**src/rtl/speed_digit_scheduler.sv**
```systemverilog
// Speed digit scheduler: converts a binary speed to BCD, commits the digits at frame start,
// and steers one glyph renderer across NDIG slots. Define SPEED_SCHED_LZB_EN for leading-zero blanking.
module speed_digit_scheduler #(
    parameter int IN_W    = 8,
    parameter int NDIG    = 3,
    parameter int BASE_X  = 20,
    parameter int BASE_Y  = 20,
    parameter int GLYPH_W = 18,
    parameter int GLYPH_H = 30,
    parameter int GAP     = 4
) (
    input  logic             i_clk,
    input  logic             i_rst_n,
    input  logic             i_en,
    input  logic [12:0]      i_H_Cont,
    input  logic [12:0]      i_V_Cont,
    input  logic [IN_W-1:0]  i_speed_bin,
    input  logic             i_speed_vld,
    output logic             o_busy,
    output logic             o_digit_en,
    output logic [12:0]      o_digit_x,
    output logic [12:0]      o_digit_y,
    output logic [3:0]       o_digit_val
);

    // Enough BCD digits for any IN_W-bit value, and at least NDIG.
    localparam int BCD_N = ((IN_W + 2) / 3 > NDIG) ? (IN_W + 2) / 3 : NDIG;
    localparam int CNT_W = $clog2(IN_W + 1);

    typedef enum logic [1:0] {S_IDLE, S_SHIFT, S_DONE} state_t;

    state_t               state_q, state_d;
    logic [IN_W-1:0]      bin_q, bin_d;
    logic [4*BCD_N-1:0]   bcd_q, bcd_d;
    logic [CNT_W-1:0]     cnt_q, cnt_d;
    logic [IN_W-1:0]      hold_q, hold_d;
    logic                 hold_vld_q, hold_vld_d;
    logic [3:0]           pend_q [NDIG];
    logic [3:0]           pend_d [NDIG];
    logic                 pend_vld_q, pend_vld_d;
    logic [3:0]           comm_q [NDIG];
    logic [3:0]           comm_d [NDIG];
    logic                 ovf;
    logic                 frame_strobe;
    logic                 v_hit;
    logic [12:0]          slot_org;
`ifdef SPEED_SCHED_LZB_EN
    logic                 lead_zero;
`endif

    function automatic logic [4*BCD_N-1:0] dabble_adj(input logic [4*BCD_N-1:0] b);
        logic [4*BCD_N-1:0] r;
        r = b;
        for (int i = 0; i < BCD_N; i++) begin
            if (b[4*i +: 4] >= 4'd5) r[4*i +: 4] = b[4*i +: 4] + 4'd3;
        end
        return r;
    endfunction

    assign frame_strobe = (i_H_Cont == 13'd0) && (i_V_Cont == 13'd0);
    assign o_busy       = (state_q == S_SHIFT);

    always_comb begin
        state_d    = state_q;
        bin_d      = bin_q;
        bcd_d      = bcd_q;
        cnt_d      = cnt_q;
        hold_d     = hold_q;
        hold_vld_d = hold_vld_q;
        pend_d     = pend_q;
        pend_vld_d = pend_vld_q;
        comm_d     = comm_q;
        ovf        = 1'b0;

        // Commit uses the registered pending flag, so a DONE in the strobe cycle waits a frame.
        if (frame_strobe && pend_vld_q) begin
            comm_d     = pend_q;
            pend_vld_d = 1'b0;
        end

        case (state_q)
            S_IDLE: begin
                if (i_speed_vld || hold_vld_q) begin
                    bin_d      = i_speed_vld ? i_speed_bin : hold_q;
                    bcd_d      = '0;
                    cnt_d      = '0;
                    hold_vld_d = 1'b0;
                    state_d    = S_SHIFT;
                end
            end
            S_SHIFT: begin
                if (i_speed_vld) begin
                    hold_d     = i_speed_bin;
                    hold_vld_d = 1'b1;
                end
                {bcd_d, bin_d} = {dabble_adj(bcd_q), bin_q} << 1;
                cnt_d = cnt_q + 1'b1;
                if (cnt_q == CNT_W'(IN_W - 1)) state_d = S_DONE;
            end
            S_DONE: begin
                if (i_speed_vld) begin
                    hold_d     = i_speed_bin;
                    hold_vld_d = 1'b1;
                end
                for (int i = NDIG; i < BCD_N; i++) begin
                    if (bcd_q[4*i +: 4] != 4'd0) ovf = 1'b1;
                end
                for (int k = 0; k < NDIG; k++) begin
                    pend_d[k] = ovf ? 4'd9 : bcd_q[4*(NDIG-1-k) +: 4];
                end
                pend_vld_d = 1'b1;
                if (hold_vld_q) begin
                    bin_d      = hold_q;
                    bcd_d      = '0;
                    cnt_d      = '0;
                    hold_vld_d = i_speed_vld;
                    state_d    = S_SHIFT;
                end else begin
                    state_d = S_IDLE;
                end
            end
            default: state_d = S_IDLE;
        endcase
    end

    always_ff @(posedge i_clk) begin
        if (!i_rst_n) begin
            state_q    <= S_IDLE;
            cnt_q      <= '0;
            hold_vld_q <= 1'b0;
            pend_vld_q <= 1'b0;
            for (int k = 0; k < NDIG; k++) begin
                pend_q[k] <= 4'd0;
                comm_q[k] <= 4'd0;
            end
        end else begin
            state_q    <= state_d;
            cnt_q      <= cnt_d;
            hold_vld_q <= hold_vld_d;
            pend_vld_q <= pend_vld_d;
            pend_q     <= pend_d;
            comm_q     <= comm_d;
        end
    end

    always_ff @(posedge i_clk) begin
        bin_q  <= bin_d;
        bcd_q  <= bcd_d;
        hold_q <= hold_d;
    end

    assign v_hit = (i_V_Cont >= 13'(BASE_Y)) && (i_V_Cont < 13'(BASE_Y + GLYPH_H));

    // Slots never overlap, so at most one iteration matches.
    always_comb begin
        o_digit_en  = 1'b0;
        o_digit_x   = 13'(BASE_X);
        o_digit_y   = 13'(BASE_Y);
        o_digit_val = 4'd0;
        slot_org    = 13'(BASE_X);
`ifdef SPEED_SCHED_LZB_EN
        lead_zero   = 1'b1;
`endif
        for (int k = 0; k < NDIG; k++) begin
            slot_org = 13'(BASE_X + k * (GLYPH_W + GAP));
`ifdef SPEED_SCHED_LZB_EN
            lead_zero = lead_zero && (comm_q[k] == 4'd0);
`endif
            if (v_hit && (i_H_Cont >= slot_org) && (i_H_Cont < slot_org + 13'(GLYPH_W))) begin
                o_digit_x   = slot_org;
                o_digit_val = comm_q[k];
`ifdef SPEED_SCHED_LZB_EN
                o_digit_en  = i_en && !(lead_zero && (k < NDIG - 1));
`else
                o_digit_en  = i_en;
`endif
            end
        end
    end

endmodule
```
**config.mk**
```make
export PLATFORM = sky130hd
export DESIGN_NAME = speed_digit_scheduler
export DESIGN_NICKNAME = d
export VERILOG_FILES = /design/src/rtl/speed_digit_scheduler.sv
export SDC_FILE = /design/constraint.sdc
export NUM_CORES = 1
export LEC_CHECK = 0
export BUFFER_PORTS_ARGS = -buffer_cell sky130_fd_sc_hd__buf_2
export CAP_MARGIN = 20
export CELL_PAD_IN_SITES_DETAIL_PLACEMENT = 1
export CELL_PAD_IN_SITES_GLOBAL_PLACEMENT = 2
export CORE_MARGIN = 2
export CORE_UTILIZATION = 37
export CTS_BUF_LIST = sky130_fd_sc_hd__clkbuf_2 sky130_fd_sc_hd__clkbuf_4 sky130_fd_sc_hd__clkbuf_8
export CTS_CLUSTER_DIAMETER = 40
export DETAILED_ROUTE_END_ITERATION = 6
export PLACE_DENSITY = 0.83
export SYNTH_ARGS = -nofsm -noshare
export SYNTH_HDL_FRONTEND = slang
export SYNTH_SLANG_ARGS = --single-unit
```
**constraint.sdc**
```tcl
create_clock -name i_clk -period 7.4 [get_ports i_clk]
set_input_delay 0.37 -clock i_clk [delete_from_list [all_inputs] [get_ports i_clk]]
set_output_delay 0.37 -clock i_clk [all_outputs]
set_load 0.005 [all_outputs]
```
==> report_table.html, run 1 <==
<table>
<tr><th>Metric</th><th>Value</th></tr>
<tr><th colspan="2">Critical path</th></tr>
<tr><td>Worst stage delay on the critical path</td><td>730 ps</td></tr>
<tr><td>Arrival time of data at the critical path endpoint</td><td>2050 ps</td></tr>
<tr><td>Most frequent cell on the critical path</td><td>sky130_fd_sc_hd__buf_2</td></tr>
<tr><td>Series of cell instances along the critical path</td><td>buf_2, o31ai_1, a2bb2oi_1, a2111oi_1, nand2_1, o221ai_1, buf_2</td></tr>
<tr><td>Kind of end point of the critical path</td><td>output pin</td></tr>
<tr><td>Max Fanout on Critical Path</td><td>4</td></tr>
<tr><td>Worst endpoint required time</td><td>7030 ps</td></tr>
<tr><td>Startpoint kind of the worst setup timing path</td><td>primary input</td></tr>
<tr><td>Worst setup path category</td><td>primary input to output pin</td></tr>
<tr><td>CP max stage cell</td><td>sky130_fd_sc_hd__a2111oi_1</td></tr>
<tr><th colspan="2">Drt</th></tr>
<tr><td>Ratio of routed vias to standard cells</td><td>5.05</td></tr>
<tr><td>Via count of the routed design</td><td>2516</td></tr>
<tr><td>DRT antenna net count</td><td>0</td></tr>
<tr><td>Violation count after the first detailed-routing iteration</td><td>82</td></tr>
<tr><td>Pre-Repair DR Iteration Count</td><td>4</td></tr>
<tr><td>Per-cell routed wire length</td><td>14.3 um</td></tr>
<tr><td>DRC Markers</td><td>0</td></tr>
<tr><td>Total Wirelength</td><td>7.10 mm</td></tr>
<tr><th colspan="2">Min path</th></tr>
<tr><td>Min-delay worst type</td><td>primary input to flop</td></tr>
<tr><th colspan="2">Place</th></tr>
<tr><td>HPWL after detailed placement</td><td>5.24 mm</td></tr>
<tr><td>Post-Place Cell Area</td><td>3540 um2</td></tr>
<tr><td>Gp weighted congestion</td><td>0.748</td></tr>
<tr><td>Port buffer count</td><td>49</td></tr>
<tr><th colspan="2">Yosys</th></tr>
<tr><td>Synth top cells by count</td><td>sky130_fd_sc_hd__nand2_1, sky130_fd_sc_hd__dfxtp_1, sky130_fd_sc_hd__edfxtp_1</td></tr>
<tr><td>Register bit count reported by yosys</td><td>60</td></tr>
<tr><td>Leading cell type by number of instances after synthesis</td><td>sky130_fd_sc_hd__nand2_1</td></tr>
<tr><td>Count of warnings emitted by yosys</td><td>0</td></tr>
<tr><td>Fraction of the yosys area taken by sequential cells</td><td>44.4%</td></tr>
<tr><td>Cell Area, Synth</td><td>3340 um2</td></tr>
<tr><td>Top-area cell type share of the netlist area</td><td>25.2%</td></tr>
<tr><td>Syn Inst Count</td><td>345</td></tr>
<tr><td>Most used DFF post-synth</td><td>sky130_fd_sc_hd__dfxtp_1</td></tr>
<tr><td>Ranking of synthesized cells by area</td><td>sky130_fd_sc_hd__edfxtp_1, sky130_fd_sc_hd__dfxtp_1, sky130_fd_sc_hd__buf_4</td></tr>
<tr><td>Number of enable-type register cells in the synthesized netlist</td><td>28</td></tr>
<tr><td>Mean Syn Cell Area</td><td>9.67 um2</td></tr>
<tr><td>Ys async rst share</td><td>0%</td></tr>
<tr><td>Count of cell types in the netlist</td><td>51</td></tr>
<tr><td>Library cell with the largest summed area after synthesis</td><td>sky130_fd_sc_hd__edfxtp_1</td></tr>
<tr><th colspan="2">Die</th></tr>
<tr><td>Standard-cell row count</td><td>34</td></tr>
<tr><td>DIE AREA</td><td>9790 um2</td></tr>
<tr><td>Die boundary height</td><td>99.0 um</td></tr>
<tr><td>Top Ports</td><td>70</td></tr>
<tr><td>Effective utilization at floorplan</td><td>38.2%</td></tr>
<tr><td>Chip Width</td><td>99.0 um</td></tr>
<tr><td>Placeable core region</td><td>8720 um2</td></tr>
<tr><th colspan="2">STA</th></tr>
<tr><td>Measured slew at the worst slew-check pin</td><td>827 ps</td></tr>
<tr><td>Number of max-slew violations in the final report</td><td>0</td></tr>
<tr><td>Final Cycle Share</td><td>32.7%</td></tr>
<tr><td>Final critical delay including setup and external delays</td><td>2420 ps</td></tr>
<tr><td>Setup Total Neg Slack</td><td>0 ps</td></tr>
<tr><td>Final clock skew</td><td>9.34 ps</td></tr>
<tr><td>Setup repair after global routing missed its margin</td><td>no</td></tr>
<tr><td>Achievable frequency</td><td>413 MHz</td></tr>
<tr><td>Final hold slack</td><td>341 ps</td></tr>
<tr><td>Max-slew headroom</td><td>44.8%</td></tr>
<tr><td>Final setup violation count</td><td>0</td></tr>
<tr><td>Count of endpoints failing hold in the final timing report</td><td>0</td></tr>
<tr><th colspan="2">Clock tree</th></tr>
<tr><td>Post-CTS repair timing setup buffer count</td><td>0</td></tr>
<tr><td>TritonCTS sink count</td><td>60</td></tr>
<tr><td>CTS tree</td><td>built</td></tr>
<tr><td>Clock-pin transition on the worst setup and hold timing paths</td><td>70 ps</td></tr>
<tr><td>Post-CTS sizing</td><td>0</td></tr>
<tr><td>Clock buffers created by TritonCTS</td><td>9</td></tr>
<tr><td>Number of levels in the clock H-tree</td><td>3</td></tr>
<tr><td>Clock latency at the later pin of the worst-skew pair</td><td>340 ps</td></tr>
<tr><td>Deepest clock path buffer count</td><td>2</td></tr>
<tr><td>Post-CTS Hold Buffers</td><td>0</td></tr>
<tr><td>Clock tree root driver cell</td><td>sky130_fd_sc_hd__clkbuf_8</td></tr>
<tr><th colspan="2">Global route</th></tr>
<tr><td>Tot GR Track Use</td><td>15.3%</td></tr>
<tr><td>Wire length of the first global-routing pass</td><td>11.9 mm</td></tr>
<tr><td>Number of global-route vias before repair</td><td>2519</td></tr>
<tr><td>Pin count of the biggest net entering global routing</td><td>45</td></tr>
<tr><td>Antenna violations before repair</td><td>0</td></tr>
<tr><td>Overflow left after global routing</td><td>0</td></tr>
<tr><th colspan="2">Layout</th></tr>
<tr><td>Filler cell count in the final layout</td><td>1015</td></tr>
<tr><td>Design area</td><td>3760 um2</td></tr>
<tr><td>Layout cells sized above 1</td><td>21.0%</td></tr>
<tr><td>Synth-to-Final Area Change</td><td>12.7%</td></tr>
<tr><td>ANT cells</td><td>0</td></tr>
<tr><td>Final layout net count</td><td>435</td></tr>
<tr><th colspan="2">Power and ir drop</th></tr>
<tr><td>Max rail drop VDD</td><td>0.110 mV</td></tr>
<tr><td>Leakage power summed over all cells</td><td>1.44 nW</td></tr>
<tr><td>Power density relative to cell area</td><td>217 nW/um2</td></tr>
<tr><th colspan="2">Outcome</th></tr>
<tr><td>Status</td><td>finished, final reports clean</td></tr>
<tr><th colspan="2">Run</th></tr>
<tr><td>Maxcap violations</td><td>0</td></tr>
</table>
[logic make-up (layout without fill, tap and decap cells)]
family                     after synthesis  in the layout  share of synthesized area, %
DFF                                     60             60                          44.4
adders and majority gates               12             12                          4.50
xor gates and xnor gates                 5              5                          1.31
AOI/OAI and AO/OA                       68             68                          14.2
buffers and inverters                   51             78                          8.93
muxes                                   21             21                          6.60
and+or+nand+nor                        126            126                          19.8
other                                    2             20                         0.225
[state kept, by name, summed over array words and instances, names as in the netlist]
register,flops
bcd_q,12
comm_q,12
pend_q,12
bin_q,8
hold_q,8
cnt_q,4
state_q,2
hold_vld_q,1
pend_vld_q,1
[through the flow]
stage / worst slack (ps) / instances / power [mW] / util, %
after floorplan: 5020 / 363 / 0.514 / -
after global placement: 4670 / 480 / 0.542 / 40.6
after detailed placement: 4500 / 480 / 0.550 / 40.6
after CTS: 4480 / 496 / 0.819 / 42.6
after global routing: 4710 / 498 / 0.860 / 43.1
final: 4980 / 498 / 0.814 / 43.1
[worst max-delay path: cells and delay by family]
kind                   cells  cell delay (ps)
AO/OA/AOI/OAI              4             1300
buffers and inverters      2              270
AND/OR/NAND/NOR            1              110
[per-layer routing]
| layer | part of all wire (%) | up-vias | GRT usage, % |
|---|---|---|---|
| met5 | 0 | - | 0 |
| li1 | - | 1255 | - |
| met4 | 1.7 | 0 | 6.32 |
| met2 | 47 | 67 | 25.8 |
| met3 | 6.3 | 9 | 4.47 |
| met1 | 45 | 1185 | 18.3 |
[power by group]
group          internal (mW)  switching [mW]  leakage (nW)
Sequential             0.388          0.0219         0.540
Clock                  0.145           0.124        0.0953
Combinational         0.0549          0.0810         0.808
Total                  0.587           0.227          1.44
[final timing paths]
path / from / to / slack [ps] / depth (start not counted)
worst min-delay path: i_speed_bin[3] / hold_q[3] / 340 / 2
worst min register to register: comm_q[2] / comm_q[2] / 450 / 2
worst max register to register: state_q[0] / cnt_q[3] / 5280 / 8
worst max-delay path: i_V_Cont[1] / o_digit_val[1] / 4980 / 7
[cell usage in the layout, fill, tap and decap left out, types with 2 or more instances in the layout]
master / count
sky130_fd_sc_hd__nand3_1: 17
sky130_fd_sc_hd__conb_1: 20
sky130_fd_sc_hd__and2_1: 3
sky130_fd_sc_hd__xor2_1: 2
sky130_fd_sc_hd__edfxtp_1: 28
sky130_fd_sc_hd__mux2_1: 8
sky130_fd_sc_hd__o21a_1: 3
sky130_fd_sc_hd__mux2i_1: 13
sky130_fd_sc_hd__o31ai_1: 2
sky130_fd_sc_hd__nand3b_1: 2
sky130_fd_sc_hd__buf_2: 49
sky130_fd_sc_hd__nor2_1: 24
sky130_fd_sc_hd__nand4b_1: 2
sky130_fd_sc_hd__nor2b_1: 17
sky130_fd_sc_hd__a21boi_1: 3
sky130_fd_sc_hd__nand2_1: 39
sky130_fd_sc_hd__clkbuf_8: 11
sky130_fd_sc_hd__a211oi_1: 3
sky130_fd_sc_hd__a21oi_1: 17
sky130_fd_sc_hd__nor4_4: 2
sky130_fd_sc_hd__o21ai_1: 11
sky130_fd_sc_hd__nand2b_1: 5
sky130_fd_sc_hd__o21ai_2: 8
sky130_fd_sc_hd__nor4_1: 2
sky130_fd_sc_hd__ha_1: 12
sky130_fd_sc_hd__clkinv_1: 2
sky130_fd_sc_hd__a22oi_1: 7
sky130_fd_sc_hd__or3_1: 2
sky130_fd_sc_hd__dfxtp_1: 32
sky130_fd_sc_hd__inv_1: 9
sky130_fd_sc_hd__o221ai_1: 4
sky130_fd_sc_hd__nor3_1: 5
sky130_fd_sc_hd__clkbuf_4: 2
sky130_fd_sc_hd__xnor2_1: 3
[area by class of cell]
cell class | count | area, um2 | area share (%)
multi-input cells | 252 | 1630 | 43.4
flip-flops and latches | 60 | 1480 | 39.4
repair buffers | 52 | 295 | 7.86
clock buffers | 13 | 166 | 4.43
well taps | 108 | 135 | 3.60
inverters | 10 | 37.5 | 0.999
clock inverters | 3 | 12.5 | 0.333
Note: power is estimated with default switching activity, not from simulation.
==> run 2, diff against run 1 <==
--- a/config.mk
+++ b/config.mk
@@ -10,11 +10,11 @@
 export CELL_PAD_IN_SITES_DETAIL_PLACEMENT = 1
 export CELL_PAD_IN_SITES_GLOBAL_PLACEMENT = 2
 export CORE_MARGIN = 2
-export CORE_UTILIZATION = 37
+export CORE_UTILIZATION = 35
 export CTS_BUF_LIST = sky130_fd_sc_hd__clkbuf_2 sky130_fd_sc_hd__clkbuf_4 sky130_fd_sc_hd__clkbuf_8
 export CTS_CLUSTER_DIAMETER = 40
 export DETAILED_ROUTE_END_ITERATION = 6
-export PLACE_DENSITY = 0.83
+export PLACE_DENSITY = 0.79
 export SYNTH_ARGS = -nofsm -noshare
 export SYNTH_HDL_FRONTEND = slang
 export SYNTH_SLANG_ARGS = --single-unit
==> constraint.sdc (replaced) <==
create_clock -name i_clk -period 2.29 [get_ports i_clk]
set_input_delay 0.1145 -clock i_clk [delete_from_list [all_inputs] [get_ports i_clk]]
set_output_delay 0.1145 -clock i_clk [all_outputs]
set_load 0.005 [all_outputs]
==> run 2 against run 1 <==
Effect of this change: die area grew 5.5%; via count is 1.4% higher; core utilization shrank 1.7 points; sequential power grew to 3.2 times the previous value; combinational power grew to 3.2 times the previous value; setup slack got worse by 4700 ps; sequential cell count unchanged; largest cell class unchanged.
==> report_table.html, run 2 (same netlist as run 1, synthesis figures left out) <==
<table>
<tr><th>Metric</th><th>Value</th></tr>
<tr><th colspan="2">Clock tree</th></tr>
<tr><td>Clock tree root driver cell</td><td>sky130_fd_sc_hd__clkbuf_8</td></tr>
<tr><td>CTS tree</td><td>built</td></tr>
<tr><td>Post-CTS repair timing setup buffer count</td><td>0</td></tr>
<tr><td>Deepest clock path buffer count</td><td>2</td></tr>
<tr><td>Clock buffers created by TritonCTS</td><td>9</td></tr>
<tr><td>TritonCTS sink count</td><td>60</td></tr>
<tr><td>Number of levels in the clock H-tree</td><td>3</td></tr>
<tr><td>Clock latency at the later pin of the worst-skew pair</td><td>340 ps</td></tr>
<tr><td>Post-CTS sizing</td><td>0</td></tr>
<tr><td>Post-CTS Hold Buffers</td><td>0</td></tr>
<tr><td>Clock-pin transition on the worst setup and hold timing paths</td><td>70 ps</td></tr>
<tr><th colspan="2">Layout</th></tr>
<tr><td>Commonest non-fill, non-tap cell in the layout</td><td>sky130_fd_sc_hd__buf_2</td></tr>
<tr><td>ANT cells</td><td>0</td></tr>
<tr><td>Design area</td><td>3820 um2</td></tr>
<tr><td>Filler cell count in the final layout</td><td>1078</td></tr>
<tr><td>Sequential cell area</td><td>1480 um2</td></tr>
<tr><td>Final layout net count</td><td>439</td></tr>
<tr><td>Registers with the highest flip-flop counts</td><td>bcd_q x12, comm_q x12, pend_q x12</td></tr>
<tr><td>Synth-to-Final Area Change</td><td>14.7%</td></tr>
<tr><td>Layout cells sized above 1</td><td>22.3%</td></tr>
<tr><td>Commonest non-fill, non-tap cells in the layout</td><td>sky130_fd_sc_hd__buf_2, sky130_fd_sc_hd__nand2_1, sky130_fd_sc_hd__dfxtp_1</td></tr>
<tr><td>Area occupied by multi-input gates</td><td>1630 um2</td></tr>
<tr><th colspan="2">Die</th></tr>
<tr><td>Chip Width</td><td>102 um</td></tr>
<tr><td>Top Ports</td><td>70</td></tr>
<tr><td>DIE AREA</td><td>10300 um2</td></tr>
<tr><td>Die boundary height</td><td>102 um</td></tr>
<tr><td>Standard-cell row count</td><td>35</td></tr>
<tr><td>Effective utilization at floorplan</td><td>36.1%</td></tr>
<tr><td>Placeable core region</td><td>9240 um2</td></tr>
<tr><th colspan="2">STA</th></tr>
<tr><td>Max-slew headroom</td><td>52.7%</td></tr>
<tr><td>Measured slew at the worst slew-check pin</td><td>710 ps</td></tr>
<tr><td>Achievable frequency</td><td>505 MHz</td></tr>
<tr><td>Number of max-slew violations in the final report</td><td>0</td></tr>
<tr><td>Final setup violation count</td><td>0</td></tr>
<tr><td>Setup Total Neg Slack</td><td>0 ps</td></tr>
<tr><td>Final critical delay including setup and external delays</td><td>1980 ps</td></tr>
<tr><td>Setup repair after global routing missed its margin</td><td>no</td></tr>
<tr><td>Final clock skew</td><td>10.1 ps</td></tr>
<tr><td>Count of endpoints failing hold in the final timing report</td><td>0</td></tr>
<tr><td>Final Cycle Share</td><td>86.4%</td></tr>
<tr><th colspan="2">Critical path</th></tr>
<tr><td>Startpoint kind of the worst setup timing path</td><td>flop</td></tr>
<tr><td>Worst endpoint required time</td><td>2520 ps</td></tr>
<tr><td>Worst setup path category</td><td>flop to flop</td></tr>
<tr><td>Arrival time of data at the critical path endpoint</td><td>2210 ps</td></tr>
<tr><td>Kind of end point of the critical path</td><td>flop</td></tr>
<tr><td>Max Fanout on Critical Path</td><td>14</td></tr>
<tr><th colspan="2">Drt</th></tr>
<tr><td>Violation count after the first detailed-routing iteration</td><td>100</td></tr>
<tr><td>Via count of the routed design</td><td>2550</td></tr>
<tr><td>Pre-Repair DR Iteration Count</td><td>4</td></tr>
<tr><td>DRC Markers</td><td>0</td></tr>
<tr><td>Ratio of routed vias to standard cells</td><td>4.88</td></tr>
<tr><td>Per-cell routed wire length</td><td>13.7 um</td></tr>
<tr><td>DRT antenna net count</td><td>0</td></tr>
<tr><td>Total Wirelength</td><td>7.15 mm</td></tr>
<tr><th colspan="2">Power and ir drop</th></tr>
<tr><td>Power density relative to cell area</td><td>735 nW/um2</td></tr>
<tr><td>Max rail drop VDD</td><td>0.338 mV</td></tr>
<tr><td>Combinational cell fraction of total power</td><td>15.7%</td></tr>
<tr><td>Clock share of power</td><td>37.5%</td></tr>
<tr><td>Sw Share</td><td>26.7%</td></tr>
<tr><td>Register share of total power</td><td>46.8%</td></tr>
<tr><td>Leakage power summed over all cells</td><td>1.47 nW</td></tr>
<tr><td>Power dissipated by switching net loads</td><td>752 uW</td></tr>
<tr><td>Cell Int Power</td><td>2.06 mW</td></tr>
<tr><th colspan="2">Global route</th></tr>
<tr><td>Number of global-route vias before repair</td><td>2596</td></tr>
<tr><td>Overflow left after global routing</td><td>0</td></tr>
<tr><td>Wire length of the first global-routing pass</td><td>11.9 mm</td></tr>
<tr><td>Pin count of the biggest net entering global routing</td><td>45</td></tr>
<tr><td>Antenna violations before repair</td><td>0</td></tr>
<tr><td>Tot GR Track Use</td><td>14.8%</td></tr>
<tr><th colspan="2">Place</th></tr>
<tr><td>Port buffer count</td><td>49</td></tr>
<tr><td>Gp weighted congestion</td><td>0.752</td></tr>
<tr><td>HPWL after detailed placement</td><td>5.07 mm</td></tr>
<tr><td>Post-Place Cell Area</td><td>3610 um2</td></tr>
<tr><th colspan="2">Outcome</th></tr>
<tr><td>Status</td><td>finished, final reports clean</td></tr>
<tr><th colspan="2">Min path</th></tr>
<tr><td>Min-delay worst type</td><td>primary input to flop</td></tr>
<tr><th colspan="2">Run</th></tr>
<tr><td>Maxcap violations</td><td>0</td></tr>
</table>
==> run 2: stage by stage <==
stage | power (mW) | utilization [%] | hold WS, ps | cells | setup slack, ps
after global routing | 2.97 | 41.4 | 77.6 | 523 | 165
after floorplan | 1.66 | - | 319 | 363 | 275
final | 2.81 | 41.4 | 76.0 | 523 | 311
after CTS | 2.86 | 41.4 | 59.3 | 523 | 285
after global placement | 1.77 | 39.1 | 426 | 507 | 473
after detailed placement | 1.79 | 39.1 | 433 | 507 | 346
==> run 2: layer usage <==
layer / vias to the layer above / share of wire, % / GRT usage, %
met5: - / 0 / 0
met4: 0 / 1.7 / 7.07
met3: 10 / 5.6 / 4.28
met2: 71 / 49 / 25.1
met1: 1206 / 44 / 17.2
li1: 1263 / - / -
==> run 2: critical path, cell delays in order (launching register included) <==
cell and delay, ps:
sky130_fd_sc_hd__dfxtp_1 350, sky130_fd_sc_hd__inv_1 120, sky130_fd_sc_hd__ha_1 180, sky130_fd_sc_hd__nor3b_1 590, sky130_fd_sc_hd__nor3_4 80, sky130_fd_sc_hd__buf_4 210
sky130_fd_sc_hd__nand2_1 100, sky130_fd_sc_hd__mux2i_1 60, sky130_fd_sc_hd__and2_1 150
==> run 2: area by class of cell <==
type	instances	area share (%)
multi-input combinational	252	42.6
sequential	60	38.7
timing repair buffer	56	7.79
tap	129	4.22
clock buffer	11	3.63
clock inverter	5	2.03
inverter	10	0.981
==> run 2: worst paths after layout <==
check	start	end	slack (ps)	cells past startpoint
worst max-delay path	state_q[1]	cnt_q[0]	310	8
worst min-delay path	i_speed_bin[2]	hold_q[2]	80	2
worst max register to register	state_q[1]	cnt_q[0]	310	8
worst min register to register	comm_q[4]	comm_q[4]	450	2
==> run 2: power by group through the flow <==
stage / Combinational [mW] / Sequential, mW / Clock [mW]
detailed placement: 0.447 / 1.34 / 0
CTS: 0.451 / 1.32 / 1.09
global route: 0.509 / 1.33 / 1.13
floorplan: 0.344 / 1.32 / 0
finish: 0.441 / 1.32 / 1.05
global placement: 0.429 / 1.34 / 0
==> run 3, diff against run 2 <==
--- a/config.mk
+++ b/config.mk
@@ -9,6 +9,7 @@
 export CAP_MARGIN = 20
 export CELL_PAD_IN_SITES_DETAIL_PLACEMENT = 1
 export CELL_PAD_IN_SITES_GLOBAL_PLACEMENT = 2
+export CORE_ASPECT_RATIO = 0.6
 export CORE_MARGIN = 2
 export CORE_UTILIZATION = 35
 export CTS_BUF_LIST = sky130_fd_sc_hd__clkbuf_2 sky130_fd_sc_hd__clkbuf_4 sky130_fd_sc_hd__clkbuf_8
==> run 3 against run 2 <==
Effect of this change: power up 1.3%; fmax down 6.3%; register-to-register slack better by 60 ps.
==> report_table.html, run 3 (same netlist as run 1, synthesis figures left out) <==
<table>
<tr><th>Metric</th><th>Value</th></tr>
<tr><th colspan="2">Die</th></tr>
<tr><td>Die boundary height</td><td>79.6 um</td></tr>
<tr><td>DIE AREA</td><td>10400 um2</td></tr>
<tr><td>Chip Width</td><td>130 um</td></tr>
<tr><td>Top Ports</td><td>70</td></tr>
<tr><td>Effective utilization at floorplan</td><td>36.2%</td></tr>
<tr><td>Standard-cell row count</td><td>27</td></tr>
<tr><td>Placeable core region</td><td>9220 um2</td></tr>
<tr><th colspan="2">Layout</th></tr>
<tr><td>Layout cells sized above 1</td><td>21.9%</td></tr>
<tr><td>Filler cell count in the final layout</td><td>1081</td></tr>
<tr><td>Final layout net count</td><td>437</td></tr>
<tr><td>Commonest non-fill, non-tap cells in the layout</td><td>sky130_fd_sc_hd__buf_2, sky130_fd_sc_hd__nand2_1, sky130_fd_sc_hd__dfxtp_1</td></tr>
<tr><td>Registers with the highest flip-flop counts</td><td>bcd_q x12, comm_q x12, pend_q x12</td></tr>
<tr><td>Finished Core Util</td><td>41.5%</td></tr>
<tr><td>Synth-to-Final Area Change</td><td>14.7%</td></tr>
<tr><td>Area occupied by multi-input gates</td><td>1630 um2</td></tr>
<tr><td>Sequential cell area</td><td>1480 um2</td></tr>
<tr><td>Commonest non-fill, non-tap cell in the layout</td><td>sky130_fd_sc_hd__buf_2</td></tr>
<tr><td>ANT cells</td><td>0</td></tr>
<tr><th colspan="2">STA</th></tr>
<tr><td>Final setup violation count</td><td>0</td></tr>
<tr><td>Number of max-slew violations in the final report</td><td>0</td></tr>
<tr><td>Max-slew headroom</td><td>35.6%</td></tr>
<tr><td>Count of endpoints failing hold in the final timing report</td><td>0</td></tr>
<tr><td>Measured slew at the worst slew-check pin</td><td>963 ps</td></tr>
<tr><td>Final critical delay including setup and external delays</td><td>2110 ps</td></tr>
<tr><td>Final Cycle Share</td><td>92.2%</td></tr>
<tr><td>Setup repair after global routing missed its margin</td><td>no</td></tr>
<tr><td>Achievable frequency</td><td>474 MHz</td></tr>
<tr><td>Setup Total Neg Slack</td><td>0 ps</td></tr>
<tr><td>Final clock skew</td><td>7.96 ps</td></tr>
<tr><td>Final hold slack</td><td>94.3 ps</td></tr>
<tr><th colspan="2">Power and ir drop</th></tr>
<tr><td>Power dissipated by switching net loads</td><td>770 uW</td></tr>
<tr><td>Power density relative to cell area</td><td>745 nW/um2</td></tr>
<tr><td>Combinational cell fraction of total power</td><td>16.1%</td></tr>
<tr><td>Sw Share</td><td>27.0%</td></tr>
<tr><td>Leakage power summed over all cells</td><td>1.47 nW</td></tr>
<tr><td>Clock share of power</td><td>37.5%</td></tr>
<tr><td>Max rail drop VDD</td><td>0.334 mV</td></tr>
<tr><td>Register share of total power</td><td>46.4%</td></tr>
<tr><td>Cell Int Power</td><td>2.08 mW</td></tr>
<tr><th colspan="2">Clock tree</th></tr>
<tr><td>Clock-pin transition on the worst setup and hold timing paths</td><td>70 ps</td></tr>
<tr><td>Post-CTS repair timing setup buffer count</td><td>0</td></tr>
<tr><td>Clock latency at the later pin of the worst-skew pair</td><td>340 ps</td></tr>
<tr><td>Number of levels in the clock H-tree</td><td>3</td></tr>
<tr><td>Post-CTS Hold Buffers</td><td>0</td></tr>
<tr><td>CTS tree</td><td>built</td></tr>
<tr><td>Clock buffers created by TritonCTS</td><td>9</td></tr>
<tr><td>Clock tree root driver cell</td><td>sky130_fd_sc_hd__clkbuf_8</td></tr>
<tr><td>TritonCTS sink count</td><td>60</td></tr>
<tr><td>Post-CTS sizing</td><td>0</td></tr>
<tr><td>Deepest clock path buffer count</td><td>2</td></tr>
<tr><th colspan="2">Critical path</th></tr>
<tr><td>Startpoint kind of the worst setup timing path</td><td>primary input</td></tr>
<tr><td>Worst endpoint required time</td><td>2180 ps</td></tr>
<tr><td>Arrival time of data at the critical path endpoint</td><td>2000 ps</td></tr>
<tr><td>Kind of end point of the critical path</td><td>output pin</td></tr>
<tr><td>Max Fanout on Critical Path</td><td>4</td></tr>
<tr><td>Worst setup path category</td><td>primary input to output pin</td></tr>
<tr><th colspan="2">Run</th></tr>
<tr><td>Maxcap violations</td><td>0</td></tr>
<tr><th colspan="2">Global route</th></tr>
<tr><td>Tot GR Track Use</td><td>16.1%</td></tr>
<tr><td>Wire length of the first global-routing pass</td><td>12.8 mm</td></tr>
<tr><td>Antenna violations before repair</td><td>0</td></tr>
<tr><td>Pin count of the biggest net entering global routing</td><td>45</td></tr>
<tr><td>Overflow left after global routing</td><td>0</td></tr>
<tr><td>Number of global-route vias before repair</td><td>2549</td></tr>
<tr><th colspan="2">Outcome</th></tr>
<tr><td>Status</td><td>finished, final reports clean</td></tr>
<tr><th colspan="2">Drt</th></tr>
<tr><td>DRT antenna net count</td><td>0</td></tr>
<tr><td>Pre-Repair DR Iteration Count</td><td>4</td></tr>
<tr><td>Violation count after the first detailed-routing iteration</td><td>94</td></tr>
<tr><td>Via count of the routed design</td><td>2586</td></tr>
<tr><td>Per-cell routed wire length</td><td>14.8 um</td></tr>
<tr><td>Total Wirelength</td><td>7.73 mm</td></tr>
<tr><td>Ratio of routed vias to standard cells</td><td>4.95</td></tr>
<tr><td>DRC Markers</td><td>0</td></tr>
<tr><th colspan="2">Place</th></tr>
<tr><td>Gp weighted congestion</td><td>0.812</td></tr>
<tr><td>HPWL after detailed placement</td><td>5.64 mm</td></tr>
<tr><td>Port buffer count</td><td>49</td></tr>
<tr><th colspan="2">Min path</th></tr>
<tr><td>Min-delay worst type</td><td>primary input to flop</td></tr>
</table>
## run 3: final timing paths
path | from | to | slack [ps] | depth (start not counted)
setup / recovery | i_V_Cont[1] | o_digit_val[2] | 180 | 7
hold / removal | i_speed_bin[2] | hold_q[2] | 90 | 2
hold reg to reg | comm_q[0] | comm_q[0] | 460 | 2
setup reg to reg | state_q[1] | cnt_q[0] | 370 | 8
## run 3: area by class of cell
type                       instances  area share (%)
timing repair buffer              54            7.71
tap                              130            4.25
clock inverter                     5            1.96
inverter                          10           0.981
clock buffer                      11            3.79
multi-input combinational        252            42.6
sequential                        60            38.7
## run 3: power by group through the flow
stage / Sequential (mW) / Clock (mW) / Combinational [mW]
2_1_floorplan: 1.32 / 0 / 0.344
3_3_place_gp: 1.34 / 0 / 0.436
4_1_cts: 1.33 / 1.09 / 0.462
5_1_grt: 1.34 / 1.13 / 0.523
6_report: 1.32 / 1.07 / 0.458
3_5_place_dp: 1.35 / 0 / 0.458
## run 3: worst max-delay path, cell delays in order
cell                        delay, ps
sky130_fd_sc_hd__buf_2            110
sky130_fd_sc_hd__o31ai_1          300
sky130_fd_sc_hd__a2bb2oi_1        180
sky130_fd_sc_hd__a2111oi_1        890
sky130_fd_sc_hd__nand2_1          160
sky130_fd_sc_hd__o221ai_1         110
sky130_fd_sc_hd__buf_2            140
## run 3: per-stage QoR
step                      total power, mW  instances  worst slack (ps)  cell area, um2
after floorplan                      1.66        363               275            3410
after global placement               1.78        506               292            3610
after detailed placement             1.81        506               228            3610
after CTS                            2.88        522               232            3830
after global routing                 3.00        522              20.3            3830
final                                2.85        522               179            3830
## run 3: metal layers
metal | GRT usage, % | share of wire (%)
met2 | 23.9 | 44
met1 | 22.5 | 51
met5 | 0 | 0
met3 | 4.62 | 4.4
met4 | 5.05 | 0.80
